$ cat src/rtl/vga_display_zoom.sv
// -----------------------------------------------------------------------------
// vga_display_zoom
//   Shows a c_img_cols x c_img_rows frame buffer at the top-left of a 640x480
//   screen, replicated by 1, 2, 4 or 8 in both directions. A cyan 1-pixel
//   border frames the displayed area and an optional yellow rectangle
//   (in image coordinates) is drawn on top of the image.
//
// Ports
//   clk, rst                  clock, asynchronous active-high reset
//   visible, new_pxl          sync generator: visible area, one pulse per pixel
//   hsync, vsync              syncs from the generator (active low)
//   col, row                  current screen position
//   rgbmode                   1: buffer word is R,G,B; 0: grey in bits [7:4]
//   zoom_sel                  requested zoom (0..3 -> x1..x8), taken per frame
//   box_en, box_*             bounding-box overlay, image coordinates
//   frame_pixel, frame_addr   frame-buffer read port (read latency c_mem_lat)
//   vga_red/green/blue        registered colour
//   vga_hsync, vga_vsync      syncs delayed to line up with the colour
// -----------------------------------------------------------------------------
module vga_display_zoom #(
    parameter int c_img_cols     = 80,
    parameter int c_img_rows     = 60,
    parameter int c_nb_img_pxls  = 13,
    parameter int c_nb_buf_red   = 4,
    parameter int c_nb_buf_green = 4,
    parameter int c_nb_buf_blue  = 4,
    parameter int c_nb_buf       = 12,
    parameter int c_mem_lat      = 1
) (
    input  logic                     clk,
    input  logic                     rst,
    input  logic                     visible,
    input  logic                     new_pxl,
    input  logic                     hsync,
    input  logic                     vsync,
    input  logic [9:0]               col,
    input  logic [9:0]               row,
    input  logic                     rgbmode,
    input  logic [1:0]               zoom_sel,
    input  logic                     box_en,
    input  logic [6:0]               box_xmin,
    input  logic [6:0]               box_xmax,
    input  logic [5:0]               box_ymin,
    input  logic [5:0]               box_ymax,
    input  logic [c_nb_buf-1:0]      frame_pixel,
    output logic [c_nb_img_pxls-1:0] frame_addr,
    output logic [3:0]               vga_red,
    output logic [3:0]               vga_green,
    output logic [3:0]               vga_blue,
    output logic                     vga_hsync,
    output logic                     vga_vsync
);

    // 11-bit screen arithmetic: W and H reach 640/480 at x8, so the compares
    // against col/row must not wrap.
    localparam logic [10:0] c_cols_s = 11'(c_img_cols);
    localparam logic [10:0] c_rows_s = 11'(c_img_rows);
    localparam logic [c_nb_img_pxls-1:0] c_line_step = c_nb_img_pxls'(c_img_cols);
    localparam logic [c_nb_img_pxls-1:0] c_last_line = c_nb_img_pxls'((c_img_rows - 1) * c_img_cols);

    typedef struct packed {
        logic visible;
        logic hsync;
        logic vsync;
        logic in_img;
        logic on_border;
        logic on_box;
    } stage_t;

    localparam stage_t c_stage_rst = '{visible: 1'b0, hsync: 1'b1, vsync: 1'b1,
                                       in_img: 1'b0, on_border: 1'b0, on_box: 1'b0};

    logic [1:0]               zoom_q, zoom_d;
    logic                     vsync_q, vsync_d;
    logic [c_nb_img_pxls-1:0] frame_addr_q, frame_addr_d;
    logic [c_nb_img_pxls-1:0] line_base_q, line_base_d;
    logic [2:0]               hsub_q, hsub_d, vsub_q, vsub_d;
    logic [3:0]               red_q, red_d, green_q, green_d, blue_q, blue_d;
    logic                     vga_hs_q, vga_hs_d, vga_vs_q, vga_vs_d;

    // Delay line for the per-pixel flags; the colour register is its final stage.
    stage_t pipe_q [0:c_mem_lat-1];
    stage_t pipe_d [0:c_mem_lat-1];
    stage_t cur_stage, last_stage;

    logic [2:0]  z_m1;
    logic [10:0] w, h, col_x, row_x, img_x, img_y;
    logic [10:0] bx_min, bx_max, by_min, by_max;
    logic        in_w, in_h, in_img, on_border, on_box;
    logic        box_ok, box_x_in, box_y_in;

    // ---------------- region decode (current pixel) ----------------
    assign col_x  = {1'b0, col};
    assign row_x  = {1'b0, row};
    assign w      = c_cols_s << zoom_q;
    assign h      = c_rows_s << zoom_q;
    assign in_w   = col_x < w;
    assign in_h   = row_x < h;
    assign in_img = in_w && in_h;
    assign img_x  = col_x >> zoom_q;
    assign img_y  = row_x >> zoom_q;
    assign bx_min = 11'(box_xmin);
    assign bx_max = 11'(box_xmax);
    assign by_min = 11'(box_ymin);
    assign by_max = 11'(box_ymax);

    // An inverted rectangle is treated as empty; without this gate the
    // xmin/ymin edges would still light up.
    assign box_ok   = (bx_min <= bx_max) && (by_min <= by_max);
    assign box_x_in = (img_x >= bx_min) && (img_x <= bx_max);
    assign box_y_in = (img_y >= by_min) && (img_y <= by_max);
    assign on_box   = box_en && in_img && box_ok &&
                      ((((img_x == bx_min) || (img_x == bx_max)) && box_y_in) ||
                       (((img_y == by_min) || (img_y == by_max)) && box_x_in));
    assign on_border = ((col_x == w) && (row_x <= h)) || ((row_x == h) && (col_x <= w));

    always_comb begin
        case (zoom_q)
            2'd0:    z_m1 = 3'd0;
            2'd1:    z_m1 = 3'd1;
            2'd2:    z_m1 = 3'd3;
            default: z_m1 = 3'd7;
        endcase
    end

    // ---------------- zoom latch and address generation ----------------
    always_comb begin
        vsync_d      = vsync;
        zoom_d       = (vsync_q && !vsync) ? zoom_sel : zoom_q;
        frame_addr_d = frame_addr_q;
        line_base_d  = line_base_q;
        hsub_d       = hsub_q;
        vsub_d       = vsub_q;
        if (!in_h) begin
            // Below the image: park everything at the frame origin.
            frame_addr_d = '0;
            line_base_d  = '0;
            hsub_d       = '0;
            vsub_d       = '0;
        end else if (new_pxl && in_w) begin
            if (col_x == w - 11'd1) begin
                hsub_d = '0;
                if (vsub_q == z_m1) begin
                    vsub_d = '0;
                    // After the last buffer line wrap to 0 instead of
                    // pointing one line past the end of the buffer.
                    if (line_base_q == c_last_line) begin
                        line_base_d  = '0;
                        frame_addr_d = '0;
                    end else begin
                        line_base_d  = line_base_q + c_line_step;
                        frame_addr_d = line_base_q + c_line_step;
                    end
                end else begin
                    vsub_d       = vsub_q + 3'd1;
                    frame_addr_d = line_base_q;   // replay the same buffer line
                end
            end else if (hsub_q == z_m1) begin
                hsub_d       = '0;
                frame_addr_d = frame_addr_q + 1'b1;
            end else begin
                hsub_d = hsub_q + 3'd1;
            end
        end
    end

    // ---------------- flag pipeline ----------------
    always_comb begin
        cur_stage = '{visible: visible, hsync: hsync, vsync: vsync,
                      in_img: in_img, on_border: on_border, on_box: on_box};
        pipe_d[0] = cur_stage;
        for (int i = 1; i < c_mem_lat; i++) begin
            pipe_d[i] = pipe_q[i-1];
        end
    end

    // ---------------- colour select (frame_pixel is aligned here) ----------------
    always_comb begin
        last_stage = pipe_q[c_mem_lat-1];
        red_d      = '0;
        green_d    = '0;
        blue_d     = '0;
        vga_hs_d   = last_stage.hsync;
        vga_vs_d   = last_stage.vsync;
        if (last_stage.visible) begin
            if (last_stage.on_box) begin
                red_d   = 4'hF;
                green_d = 4'hF;
            end else if (last_stage.in_img) begin
                if (rgbmode) begin
                    red_d   = 4'(frame_pixel[c_nb_buf-1 -: c_nb_buf_red]);
                    green_d = 4'(frame_pixel[c_nb_buf_blue +: c_nb_buf_green]);
                    blue_d  = 4'(frame_pixel[0 +: c_nb_buf_blue]);
                end else begin
                    red_d   = frame_pixel[7:4];
                    green_d = frame_pixel[7:4];
                    blue_d  = frame_pixel[7:4];
                end
            end else if (last_stage.on_border) begin
                green_d = 4'h8;
                blue_d  = 4'h8;
            end
        end
    end

    always_ff @(posedge clk or posedge rst) begin
        if (rst) begin
            zoom_q       <= '0;
            vsync_q      <= 1'b1;
            frame_addr_q <= '0;
            line_base_q  <= '0;
            hsub_q       <= '0;
            vsub_q       <= '0;
            red_q        <= '0;
            green_q      <= '0;
            blue_q       <= '0;
            vga_hs_q     <= 1'b1;
            vga_vs_q     <= 1'b1;
            for (int i = 0; i < c_mem_lat; i++) begin
                pipe_q[i] <= c_stage_rst;
            end
        end else begin
            zoom_q       <= zoom_d;
            vsync_q      <= vsync_d;
            frame_addr_q <= frame_addr_d;
            line_base_q  <= line_base_d;
            hsub_q       <= hsub_d;
            vsub_q       <= vsub_d;
            red_q        <= red_d;
            green_q      <= green_d;
            blue_q       <= blue_d;
            vga_hs_q     <= vga_hs_d;
            vga_vs_q     <= vga_vs_d;
            pipe_q       <= pipe_d;
        end
    end

    assign frame_addr = frame_addr_q;
    assign vga_red    = red_q;
    assign vga_green  = green_q;
    assign vga_blue   = blue_q;
    assign vga_hsync  = vga_hs_q;
    assign vga_vsync  = vga_vs_q;

endmodule

$ cat config.mk
export PLATFORM = sky130hd
export DESIGN_NAME = vga_display_zoom
export DESIGN_NICKNAME = d
export VERILOG_FILES = /design/src/rtl/vga_display_zoom.sv
export SDC_FILE = /design/constraint.sdc
export NUM_CORES = 1
export LEC_CHECK = 0
export ABC_CLOCK_PERIOD_IN_PS = 5440
export CORE_UTILIZATION = 52
export CTS_CLUSTER_SIZE = 16
export DETAILED_ROUTE_END_ITERATION = 16
export PLACE_DENSITY = 0.81
export SYNTH_ARGS = -nofsm -noshare
export SYNTH_HDL_FRONTEND = slang
export SYNTH_SLANG_ARGS = --single-unit
$ cat constraint.sdc
create_clock -name clk -period 5.44 [get_ports clk]
set_input_delay 1.088 -clock clk [delete_from_list [all_inputs] [get_ports clk]]
set_output_delay 1.088 -clock clk [all_outputs]
set_load 0.05 [all_outputs]
### Word-level counts from Yosys, hierarchy flattened

Cells that the tools add are included.

| operators by class | value |
|---|---|
| add/sub/neg operators | 5 |
| $lt $le $gt $ge | 10 |
| equal/unequal tests | 15 |
| shift operators | 4 |
| muxes and demuxes | 30 |
| reductions and logical operators | 21 |

Operators with widths:

| kind | number |
|---|---|
| 2-to-1 mux 13 bit | 9 |
| 2-to-1 mux 4 bit | 12 |
| equality test 10 x 11 -> 1 bit | 3 |
| 2-to-1 mux 3 bit | 8 |
| equality test 11 x 6 -> 1 bit | 2 |
| equality test 11 x 7 -> 1 bit | 2 |
| less-or-equal comparator 10 x 11 -> 1 bit | 2 |
| less-than comparator 10 x 11 -> 1 bit | 2 |
| >> shifter 10 x 2 -> 11 bit | 2 |
| adder 13 x 1 -> 13 bit (second input constant) | 1 |
| adder 13 x 7 -> 13 bit (second input constant) | 1 |
| equality test 13 bit (second input constant) | 1 |
| logical AND 1 bit | 13 |
| >= comparator 11 x 6 -> 1 bit | 1 |
| >= comparator 11 x 7 -> 1 bit | 1 |
| less-or-equal comparator 11 x 6 -> 1 bit | 1 |
| less-or-equal comparator 11 x 7 -> 1 bit | 1 |
| left shift 6 x 2 -> 11 bit (first input constant) | 1 |
| left shift 7 x 2 -> 11 bit (first input constant) | 1 |
| subtractor 11 x 1 -> 11 bit (second input constant) | 1 |
| case mux 3 bit (3 select lines) | 1 |
| less-or-equal comparator 7 bit | 1 |
| adder 3 x 1 -> 3 bit (second input constant) | 2 |
| equality test 3 bit | 2 |
| 9 further kinds | 14 |

| storage, ports and cells | value |
|---|---|
| flip-flop bits (word level) | 54 |
| bits of input ports | 68 |
| output and inout port bits | 27 |
| word-level logic and storage cells | 101 |

### Logic depth before layout (Yosys ltp)

| logic depth | value |
|---|---|
| depth after elaboration | 7 |
| gate-level depth with buffers | 13 |
| depth with buffers taken out | 10 |

### Worst setup path before layout

Ideal clock, no wire load.

| path | value |
|---|---|
| kind | reg2reg |
| start | register zoom_q[1] |
| end | register frame_addr_q[10], in the netlist frame_addr[10] |
| data arrival time | 3.471 ns |
| required time | 5.358 ns |
| path slack | 1.887 ns |
| cell stages (with the launch flop) | 12 |
| buffers on the path | 2 |
| clock period less this slack | 3.553 ns |
| cell sequence | dfrtp_1 > buf_1 > clkbuf_1 > inv_1 > ha_1 > nor2_1 > ha_1 > a21oi_2 > a21oi_2 > or4b_4 > or4_1 > a31oi_1 |

| on the way | value |
|---|---|
| cells in the longest elaborated chain, start to end | 7 |
| elaborated cells between the ends (all ways) | 20 |

RTL lines:

| element | RTL line | RTL |
|---|---|---|
| start: declaration | 73 | `logic [1:0] zoom_q, zoom_d;` |
| start signal: assignment | 223 | `zoom_q <= zoom_d;` |
| parallel branches: the longest is 7 deep, another holds subtractor 11 x 1 -> 11 bit | - |  |
| end signal: assignment | 225 | `frame_addr_q <= frame_addr_d;` |
| end: declaration | 75 | `logic [c_nb_img_pxls-1:0] frame_addr_q, frame_addr_d;` |

Parallel ways; which one is timed is not known. The select of a mux whose other input is x is not followed.
A chain may end at the register's enable or synchronous reset.

### Worst setup path in the final report

| path | value |
|---|---|
| start | register zoom_q[0] |
| end | register line_base_q[6] |

| on the way | value |
|---|---|
| cells in the longest elaborated chain, start to end | 7 |
| elaborated cells between the ends (all ways) | 19 |

RTL lines:

| element | RTL line | RTL |
|---|---|---|
| parallel branches: the longest is 7 deep, another holds subtractor 11 x 1 -> 11 bit | - |  |
| end signal: assignment | 226 | `line_base_q <= line_base_d;` |
| end: declaration | 76 | `logic [c_nb_img_pxls-1:0] line_base_q, line_base_d;` |

Parallel ways; which one is timed is not known. The select of a mux whose other input is x is not followed.

==> flow_results.org <==
** Placed design
- Before CTS, the worst setup slack after placement is 1.36 ns.
- Detailed-placement wirelength estimate :: 9.31 mm
- Final RePlAce weighted congestion :: 0.903
- Number of placed instances, taps included :: 715
- Port Buffers :: 94

** Route
- After detailed routing, the average wire length per cell comes to 16.5 µm.
- Using the TritonRoute via totals, the vias-per-cell ratio works out to 6.04.
- In this run, the number of DRC markers left after iteration 0 of detailed routing was 356.
- The final route contains 4365 vias.
- Number of detailed-routing iterations run before antenna repair :: 5
- The detail route stage leaves a number of antenna-violating nets equal to 0.
- Wire length reported by the detailed router :: 11.9 mm
- Remaining routing DRC violations :: 0

** Critical path
- Among cell families on the critical path, the largest total delay comes from simple AND/OR/NAND/NOR gates.
- Critical path peak fanout :: 22
- Cell Chain, Critical Path :: inv_1 > ha_1 > inv_1 > ha_1 > nor3b_1 > and3_1 > nand2_1 > or3_1 > a21oi_1
- Crit path max-delay cell type :: sky130_fd_sc_hd__dfrtp_1
- Data arrives at the worst endpoint at 4.41 ns.
- Counting both buffers and inverters, the worst setup path holds a total of 2.
- Maximum single-stage delay on the critical path :: 0.92 ns
- STA classifies the critical path startpoint as a register.
- Worst path required time :: 5.66 ns
- R2R Path End :: line_base_q[6]
- Path type of the worst setup path :: reg -> reg
- The startpoint identified for the worst register-to-register timing path is zoom_q[0].
- Nature of the critical path endpoint :: register
- Worst reg2reg setup slack :: 1.25 ns
- Counting cells, the worst reg-to-reg path comes to 9.

** Global routing
- Antenna violations before repair :: 0
- Met1 routing resource usage after global routing :: 0.346
- For this run, global-route usage on met3 was measured as 0.0390.
- Pin count of the biggest net entering global routing :: 55
- The via count of the first global-routing pass was 4311.
- Wire length of the first global-routing pass :: 20.3 mm
- Summed over all layers, the global routing overflow is 0.
- Layer with the highest usage after global routing :: met2
- Total routing resource utilization after global routing :: 0.260
- GR Util met2 :: 0.453

** STA
- Clock skew after layout :: 0.00588 ns
- Tcrit/Tclk final :: 0.771
- Total Neg Setup Slack :: 0 ns
- Setup violations remaining at the end of the flow were counted as 0.
- The final hold violation count is 0.
- Slew headroom :: 0.257
- Worst Max-Slew Pin Slew :: 1.11 ns
- Timing would allow up to 0.238 GHz.
- Final setup margin :: 1.25 ns
- Setup repair after global routing left no endpoint under its margin.
- The worst path needs 4.19 ns of the cycle, external delays included.
- The final count of pins violating max slew is 0.

** CTS
- Clock transition at the register clock pins on the worst setup and hold paths after CTS :: 0.09 ns
- The longest clock path from root to sink contains 2 buffers.
- Quantity of hold-fixing buffers added after cts :: 0
- Clock tree from TritonCTS :: done
- At the later pin of the worst-skew pair, clock insertion delay measures 0.31 ns.
- Once the clock tree was built, the resizer swapped 0 gates to a different size.
- Post-CTS Setup Repair Bufs :: 0
- CTS root buffer :: sky130_fd_sc_hd__clkbuf_8
- CTS built an H-tree with a depth of 2.
- TritonCTS Sinks :: 54
- The number of clock buffers added by TritonCTS is 5.

** Die
- Height of the chip :: 96.7 µm
- The floorplan step defined a die boundary enclosing 9360 µm².
- Width of the chip :: 96.7 µm
- Core area :: 8720 µm²
- The initialized floorplan defines 34 standard-cell rows.
- Number of primary I/O pins :: 95
- Effective utilization at floorplan :: 0.535

** Synth
- The most used flip-flop cell after synthesis is sky130_fd_sc_hd__dfrtp_1.
- Yosys mapped the design onto 66 distinct sky130hd cell types.
- The synthesized design contains 0 enable-type register cells.
- Of all flip-flops after synthesis, the portion carrying an async set or reset was 1.00.
- In this run, synthesis produced a sequential element count of 54.
- Share of Yosys cell area claimed by the top area cell type :: 0.268
- By count the netlist is led by 60 x sky130_fd_sc_hd__ha_1, 51 x sky130_fd_sc_hd__a21oi_1, 50 x sky130_fd_sc_hd__dfrtp_1.
- During synthesis, Yosys emitted a total of 0 warnings.
- Cell with the most instances after synthesis :: sky130_fd_sc_hd__ha_1
- Of all cell types, the one taking the most synthesized area is sky130_fd_sc_hd__dfrtp_1.
- Counting every instance in the synthesized netlist gives 530.
- Sequential cell area fraction in the yosys report :: 0.291
- Synth Area per Inst :: 8.81 µm²
- Syn_nets :: 658
- Netlist area before placement :: 4670 µm²
- Leading post-synthesis cells by cell area :: sky130_fd_sc_hd__dfrtp_1 27%, sky130_fd_sc_hd__ha_1 16%, sky130_fd_sc_hd__a21oi_1 5.5%

** Final layout
- Leaving out filler cells and counting taps, the final layout contains 723.
- Ant diodes :: 0
- Fill cell total of the finished layout :: 706
- Relative to the synthesized area, the layout overhead comes to 23.9%.
- Layout cells sized above 1 :: 0.0699
- At the end of the flow, the number of nets in the layout was 742.

** Power
- VDD sags by at most 0.000109 V.
- In this run the power density over the cells is 189 nW/µm².
- Leakage :: 2.44 nW
- PnR Total Power :: 0.00109 W

** Run status
- Run status :: finished, final reports clean

** Min path
- The worst hold path terminates at vga_hsync.
- Min-delay worst type :: reg -> reg
- The worst hold path was traced through 0 stages.
- Worst Hold Launch :: vga_hs_d

** Job
- Across the run, the number of max-cap violations was 0.
metal layers:
| metal | share of wire | routed length [µm] | up-vias |
|---|---|---|---|
| met3 | 0.062 | 739 | 15 |
| met2 | 0.48 | 5750 | 171 |
| met4 | 0.011 | 135 | 0 |
| met1 | 0.44 | 5300 | 2083 |
| li1 | - | - | 2096 |
| met5 | 0 | 0 | - |
report_power, final:
part           switching [W]  total, W  internal [W]
logic               0.000222  0.000406      0.000184
registers          0.0000126  0.000422      0.000410
clock network       0.000128  0.000266      0.000138
total               0.000363   0.00109      0.000732
placed cells by master, fill, tap and decap left out, types with 7 or more instances in the layout:
cell type / count
sky130_fd_sc_hd__and2_1: 7
sky130_fd_sc_hd__mux4_2: 11
sky130_fd_sc_hd__nand4_1: 10
sky130_fd_sc_hd__nand2_1: 41
sky130_fd_sc_hd__dfrtp_1: 50
sky130_fd_sc_hd__nor2b_1: 10
sky130_fd_sc_hd__nand3_1: 18
sky130_fd_sc_hd__xor2_1: 10
sky130_fd_sc_hd__a21o_1: 9
sky130_fd_sc_hd__inv_1: 39
sky130_fd_sc_hd__a21oi_1: 51
sky130_fd_sc_hd__nor2_1: 41
sky130_fd_sc_hd__o21ai_0: 22
sky130_fd_sc_hd__ha_1: 60
sky130_fd_sc_hd__nor4_1: 8
sky130_fd_sc_hd__nor3_1: 15
sky130_fd_sc_hd__xnor2_1: 8
sky130_fd_sc_hd__or3_1: 8
sky130_fd_sc_hd__clkdlybuf4s50_1: 94
registers in the layout, indices dropped and copies added, names as in the netlist:
signal       flops
vga_vs_d         1
vga_vsync        1
vga_hsync        1
vga_green        4
vga_red          4
vga_blue         4
hsub_q           3
zoom_q           2
vga_hs_d         1
line_base_q     13
last_stage       4
vsub_q           3
frame_addr      13
worst max path at each step:
stage	from	to	slack, ns	cells past startpoint
6_report	zoom_q[0]	line_base_q[6]	1.25	9
5_1_grt	zoom_q[0]	line_base_q[6]	0.87	9
4_1_cts	zoom_q[0]	line_base_q[6]	1.30	9
3_5_place_dp	zoom_q[0]	line_base_q[6]	1.36	9
3_3_place_gp	col[4]	line_base_q[6]	1.50	7
2_1_floorplan	zoom_q[1]	frame_addr[10]	1.89	11
logic make-up after synthesis:
logic type | synth area share
AND/OR/NAND/NOR | 0.228
adder cells (fa/ha/maj) | 0.161
multiplexers | 0.0686
buffers and inverters | 0.0485
AO/OA/AOI/OAI | 0.170
flip-flops | 0.291
XOR/XNOR | 0.0338
layout make-up:
type / instances / area [µm²] / area share
repair buffers: 95 / 948 / 0.164
multi-input cells: 417 / 3080 / 0.533
clock inverters: 1 / 30.0 / 0.00519
inverters: 41 / 154 / 0.0266
well taps: 108 / 135 / 0.0234
flip-flops and latches: 54 / 1360 / 0.234
clock buffers: 7 / 76.3 / 0.0132
metrics by stage:
| stage | hold slack, ns | cell area (µm²) | util |
|---|---|---|---|
| finish | 0.360 | 5780 | 0.663 |
| global route | 0.367 | 5780 | 0.663 |
| CTS | 0.361 | 5780 | 0.663 |
| detailed placement | 0.347 | 5680 | 0.651 |
| global placement | 0.347 | 5680 | 0.651 |
| floorplan | 0.345 | 4670 | - |
(Power assumes the default switching activity.)
